File: src/rtl/text_buffer_ctrl.sv
// text_buffer_ctrl: write-side controller for a 64x8 character RAM; TEXT_BUFFER_WRAP_EN enables cursor wrap at end of buffer.
module text_buffer_ctrl #(
  parameter logic [7:0] BLANK = 8'h20,
  parameter int ROW_LEN = 16
) (
  input  logic       clk,
  input  logic       reset,
  input  logic [7:0] key_data,
  input  logic       key_valid,
  output logic       key_ready,
  input  logic       clear_req,
  output logic       busy,
  output logic [5:0] cursor,
  output logic       ram_we,
  output logic [5:0] ram_write_address,
  output logic [7:0] ram_d
);
`ifdef TEXT_BUFFER_WRAP_EN
  localparam bit WRAP = 1'b1;
`else
  localparam bit WRAP = 1'b0;
`endif
  // ROW_LEN is a power of two, so 64-ROW_LEN is exactly the mask of the row bits
  localparam logic [5:0] ROW_MASK = 6'(64 - ROW_LEN);
  localparam logic [5:0] ROW_STEP = 6'(ROW_LEN);
  typedef enum logic {CLEAR, IDLE} state_t;
  state_t state, state_n;
  logic [5:0] clr_cnt, clr_cnt_n, cursor_n, wa_n, row_start;
  logic [7:0] d_n;
  logic       we_n, printable, last_row;
  assign key_ready = (state == IDLE) && !clear_req;
  assign busy = (state == CLEAR);
  assign printable = (key_data >= 8'h20) && (key_data <= 8'h7E);
  assign row_start = cursor & ROW_MASK;
  assign last_row = (row_start == ROW_MASK);
  always_comb begin
    state_n = state;
    clr_cnt_n = clr_cnt;
    cursor_n = cursor;
    we_n = 1'b0;
    wa_n = ram_write_address;
    d_n = ram_d;
    if (state == CLEAR) begin
      we_n = 1'b1;
      wa_n = clr_cnt;
      d_n = BLANK;
      clr_cnt_n = clr_cnt + 6'd1;
      if (clr_cnt == 6'd63) begin
        state_n = IDLE;
        cursor_n = 6'd0;
      end
    end else if (clear_req) begin
      state_n = CLEAR;
      clr_cnt_n = 6'd0;
    end else if (key_valid) begin
      if (printable) begin
        we_n = 1'b1;
        wa_n = cursor;
        d_n = key_data;
        cursor_n = (cursor == 6'd63 && !WRAP) ? cursor : cursor + 6'd1;
      end else if (key_data == 8'h08 && cursor != 6'd0) begin
        we_n = 1'b1;
        wa_n = cursor - 6'd1;
        d_n = BLANK;
        cursor_n = cursor - 6'd1;
      end else if (key_data == 8'h0D) begin
        cursor_n = (last_row && !WRAP) ? cursor : row_start + ROW_STEP;
      end
    end
  end
  always_ff @(posedge clk) begin
    if (reset) begin
      state <= CLEAR;
      clr_cnt <= 6'd0;
      cursor <= 6'd0;
      ram_we <= 1'b0;
      ram_write_address <= 6'd0;
      ram_d <= 8'd0;
    end else begin
      state <= state_n;
      clr_cnt <= clr_cnt_n;
      cursor <= cursor_n;
      ram_we <= we_n;
      ram_write_address <= wa_n;
      ram_d <= d_n;
    end
  end
endmodule

File: config.mk
export PLATFORM = sky130hd
export DESIGN_NAME = text_buffer_ctrl
export DESIGN_NICKNAME = d
export VERILOG_FILES = /design/src/rtl/text_buffer_ctrl.sv
export SDC_FILE = /design/constraint.sdc
export NUM_CORES = 1
export LEC_CHECK = 0
export ABC_AREA = 1
export BUFFER_PORTS_ARGS = -buffer_cell sky130_fd_sc_hd__buf_4
export CAP_MARGIN = 20
export CORE_MARGIN = 3
export CORE_UTILIZATION = 52
export CTS_BUF_LIST = sky130_fd_sc_hd__clkbuf_4
export CTS_CLUSTER_DIAMETER = 150
export DETAILED_ROUTE_END_ITERATION = 8
export PLACE_DENSITY = 0.87
export SYNTH_ARGS = -nofsm -noshare
export SYNTH_HDL_FRONTEND = slang
export SYNTH_SLANG_ARGS = --single-unit
File: constraint.sdc
create_clock -name clk -period 1.6 [get_ports clk]
set_input_delay 0.08 -clock clk [delete_from_list [all_inputs] [get_ports clk]]
set_output_delay 0.08 -clock clk [all_outputs]
set_load 0.05 [all_outputs]
# After elaboration in Yosys (flattened, before gate mapping)
# Index checks and enable logic that the tools add are counted.
[totals]
regBits = 28
latchBits = 0
ram_bits = 0
rom_bits = 0
input_bits = 12
output_inout_bits = 23
elab_cells = 67
n_memories = 0
[classes]
add_sub_neg = 4
n_mul = 0
div = 0
n_lt_le_gt_ge = 2
n_eq_ne = 12
shift = 0
n_mux = 29
bitwise_logic = 2
n_reduce_logical = 11
[op_table]
columns = ["operator", "count"]
rows = [
  ["$mux 6", 19],
  ["$eq 8x4->1 const B", 2],
  ["$mux 8", 2],
  ["$add 6x1->6 const B", 2],
  ["$eq 6x6->1 const B", 2],
  ["$ge 8x6->1 const B", 1],
  ["$le 8x7->1 const B", 1],
  ["$mux 1", 8],
  ["$add 6x5->6 const B", 1],
  ["$ne 2x2->1 const B", 3],
  ["$reduce_and 3->1", 2],
  ["$reduce_and 6->1", 1],
  ["$reduce_bool 6->1", 1],
  ["$sub 6x1->6 const B", 1],
  ["$ne 4x1->1 const B", 1],
  ["$ne 4x3->1 const B", 1],
  ["$reduce_bool 2->1", 2],
  ["$logic_and 1x1->1", 3],
  ["$ne 3x1->1 const B", 1],
  ["$ne 3x3->1 const B", 1],
  ["$eq 2x2->1 const B", 1],
  ["$not 1->1", 2],
  ["$reduce_or 2->1", 1],
  ["$logic_not 1->1", 1],
]

# Longest topological paths before layout
[logic_depth]
ltp_word = 8
mapped_depth = 14
ltp_nobuf = 13

# Worst setup path before layout
# OpenSTA, ideal clock, no wires.
[synth_path]
path_type = "flip-flop to flip-flop"
from = "reg cursor[0]"
to = "reg ram_write_address[3]"
setup_ns = 0.066
t_arrival_ns = 1.956
required_time_ns = 1.534
setup_slack_ns = -0.423
path_stages_with_launch = 14
n_path_buf = 2
period_less_slack_ns = 2.023
path_cell_list = "dfxtp_1 -> buf_2 -> inv_1 -> ha_1 -> nand2_1 -> inv_1 -> nand2_4 -> nand3_4 -> nand2_2 -> nand2_4 -> nand2_4 -> buf_12 -> o21ai_2 -> a21oi_2"
[synth_via]
elab_chain_cells = 6
elab_cells_between_ends = 10
cone_classes = "add/sub: 1; eq/ne: 1; mux: 5; reduce/logical: 3"
[synth_rtl]
columns = ["item", "line_no", "source"]
rows = [
  ["start, declared", "13", "output logic [5:0] cursor,"],
  ["start signal, assigned", "82", "cursor <= cursor_n;"],
  ["$sub 6x1->6", "63", "wa_n = cursor - 6'd1;"],
  ["$mux 6", "61", "end else if (key_data == 8'h08 && cursor != 6'd0) begin"],
  ["$mux 6", "56", "if (printable) begin"],
  ["$mux 6", "55", "end else if (key_valid) begin"],
  ["$mux 6", "52", "end else if (clear_req) begin"],
  ["$mux 6", "43", "if (state == CLEAR) begin"],
  ["end signal, assigned", "84", "ram_write_address <= wa_n;"],
  ["end, declared", "15", "output logic [5:0] ram_write_address,"],
]
# Several ways; a longest one is shown, not always the timed one. The select of a mux whose other input is x is not followed.
# A chain may end at the register's enable or synchronous reset.

# Worst setup path after layout
[layout_path]
from = "reg cursor[4]"
to = "reg cursor[3]"
[layout_via]
elab_chain_cells = 7
elab_cells_between_ends = 13
cone_classes = "eq/ne: 5; mux: 5; reduce/logical: 3"
[layout_rtl]
columns = ["item", "line_no"]
rows = [
  ["$reduce_bool 6->1", "61"],
  ["$logic_and 1x1->1", "61"],
  ["$mux 6", "61"],
  ["$mux 6", "56"],
  ["$mux 6", "55"],
  ["$mux 6", "52"],
  ["$mux 6", "43"],
]
# Several ways; a longest one is shown, not always the timed one. The select of a mux whose other input is x is not followed.

==> flow_summary.yaml <==
logic_synthesis:
  synth-seq-area-share_pct: 31.0
  syn_nets: 278
  synthDistinctLibCells: 33
  syn_inst: 260
  synth.avg_cell_area_um2: 6.96
  yosysWarnings: 0
  ys_seq_elements: 28
  synth.cell_area_mm2: 0.00181
clocking:
  cts.sinks: 28
  cts_inserted_buffers: 3
  cts_tree: "built"
  clkTransAtPathRegs_ns: 0.15
  cts_buffer_depth: 2
  cts.htree.levels: 1
  root_buffer: "clkbuf_4"
  clkLatencyLatePin_ns: 0.35
job:
  cap_violations: 0
die:
  rows: 20
  ioPinCount: 35
  die-area_mm2: 0.00423
  die_h_um: 65.0
  die_w_um: 65.0
  coreArea_mm2: 0.00318
  start_util_pct: 57.0
critical_path:
  crit_arrival_ns: 1.83
  endpoint_kind: "flop"
  critPathRequiredTime_ns: 1.85
  reg2regPathDepth: 8
  critPathKind: "flop to flop"
  startpoint_type: "flop"
  critPathMaxStageDelay_ns: 0.37
  crit_chain: "buf_4, ha_1, nor3_1, nand3_1, nand2_4, nand2_4, nor2_1, nor2_1"
  cpMaxStageDelayCell: "dfxtp_4"
  worstPathMaxFanout: 7
sta:
  setup_viol: 0
  fmax_ghz: 0.635
  max_slew_margin_pct: 73.5
  worstMarginPinSlew_ns: 0.396
  finalMaxSlewViolations: 0
  finalCritPeriodShare_pct: 98.5
  period_minus_slack_ns: 1.58
  hold_viol_final: 0
  rsz0062_at_grt: "true"
  skew_ns: 0.00957
outcome:
  outcome: "finished, final reports clean"
route:
  drc_errors: 0
  wirelength_um: 5340
  drtIter0Drc: 235
  avgRoutedWirePerCell_um: 14.5
  postRouteAntennaNets: 0
  vias: 2048
  vias_per_cell: 5.55
  dr.pass1.iters: 7
worst_hold_path:
  hold_path.class: "input port to flop"
  hold_depth: 3
global_route:
  track_usage_pct: 23.6
  grt_pass1_wl_um: 7950
  grt_max_degree: 17
  grt_pass1_vias: 1817
  grt_overflow: 0
  antenna_found_initial: 0
placed_design:
  gp_congestion: 0.908
  port_buffers: 34
  post-place-cells: 342
  hpwlAfterDp_um: 3470
final_layout:
  area_growth_pct: 37.3
  final_cells: 369
  multi_input_area_mm2: 0.00116
  antennaDiodeCount: 0
  finish.utilization_pct: 78.2
  regArea_um2: 582
  fillers: 217
  drive_gt1_share_pct: 36.6
  layout.nets: 344
power:
  power_leakage_nw: 1.12
  ir_drop_mv: 0.491
  total_power_w: 0.00141
  p_per_area_mw_per_mm2: 566
synth_stat cells (all sizes together):
master / count / area (um^2)
nor2: 41 / 181
nand3b: 2 / 15.0
nor3: 3 / 26.3
xnor2: 1 / 8.76
a221oi: 1 / 8.76
a211oi: 2 / 15.0
nand3: 18 / 108
inv: 29 / 111
xor2: 3 / 26.3
o22ai: 1 / 6.26
ha: 6 / 75.1
buf: 7 / 71.3
a21oi: 26 / 141
clkinv: 1 / 3.75
dfxtp: 28 / 561
nand2: 68 / 310
and3: 1 / 6.26
nand4: 5 / 31.3
o21ai: 17 / 104
power breakdown:
part	total [W]	internal [W]	switching (W)	leakage [nW]
Sequential	0.000713	0.000705	0.00000805	0.233
Combinational	0.000209	0.0000843	0.000125	0.862
Clock	0.000484	0.000254	0.000230	0.0279
per-layer routing:
metal	global-route usage [%]	vias up	share of wire (%)
li1	-	976	-
met1	30.0	935	40
met2	40.5	111	49
met3	3.29	26	7.5
met4	7.92	0	3.1
met5	0	-	0
cell families after synthesis:
| logic type | Yosys count | synth area share, % |
|---|---|---|
| simple gates | 138 | 37.5 |
| compound gates | 47 | 15.2 |
| buf+inv | 37 | 10.3 |
| flops | 28 | 31.0 |
| fa+ha+maj | 6 | 4.15 |
| xor+xnor | 4 | 1.94 |
flip-flops by register name (all words and copies together), names as in the netlist:
| name | flops |
|---|---|
| ram_d | 8 |
| ram_we | 1 |
| cursor | 6 |
| clr_cnt | 6 |
| state | 1 |
| ram_write_address | 6 |
worst max-delay path: cells and delay by family, from the launching register on:
kind	cells	cell delay, ns
buffers and inverters	1	0.15
AND/OR/NAND/NOR	6	0.73
adder cells (fa/ha/maj)	1	0.21
flip-flops	1	0.37
final cells by class:
type	count	share of cell area, %
inverters	30	4.73
clock inverters	1	1.21
multi-input cells	197	46.8
repair buffers	66	20.8
flip-flops and latches	28	23.4
well taps	44	2.21
clock buffers	3	0.906
per-stage QoR:
stage | cell area (um^2) | setup slack, ns | hold WS [ns] | TNS [ns]
2_1_floorplan | 1860 | -0.0177 | 0.149 | -0.0354
3_3_place_gp | 2170 | 0.0564 | 0.291 | 0
3_5_place_dp | 2170 | -0.0440 | 0.296 | -0.0440
4_1_cts | 2320 | 0.0292 | 0.000362 | 0
5_1_grt | 2490 | -0.0563 | 0.0260 | -0.182
6_report | 2490 | 0.0247 | 0.00839 | 0
what timing repair did:
action,4_1_cts,5_1_grt
endpoints found under the setup margin,4,20
hold buffers,7,0
setup buffers,2,12
pin swaps,1,10
gates resized for setup,2,17
endpoints found under the hold margin,10,0
cloned,0,2
path summary, 6_finish.rpt:
check / slack, ns / from / endpoint
setup / recovery: 0.02 / cursor[4]$_SDFFE_PP0P_ / cursor[3]$_SDFFE_PP0P_
hold / removal: 0.008 / key_data[6] / ram_d[6]$_SDFFE_PP0P_
setup reg to reg: 0.02 / cursor[4]$_SDFFE_PP0P_ / cursor[3]$_SDFFE_PP0P_
hold reg to reg: 0.45 / ram_d[7]$_SDFFE_PP0P_ / ram_d[7]$_SDFFE_PP0P_
cell usage in the layout, fill, tap and decap left out, types with 3 or more instances in the layout:
master         count
nor2_4             3
dfxtp_4            4
dlygate4sd3_1      7
nand2_1           56
o21ai_0           10
o21ai_2            6
inv_1             21
dfxtp_2            5
nor2_1            34
ha_1               3
nand2_2            5
dfxtp_1           19
nand3_1           14
nor2_2             4
a21oi_1           23
clkbuf_4           3
buf_4             58
nand4_1            5
nand2_4            7
nand3_2            3
xor2_1             3
inv_2              6
(Power assumes the default switching activity.)
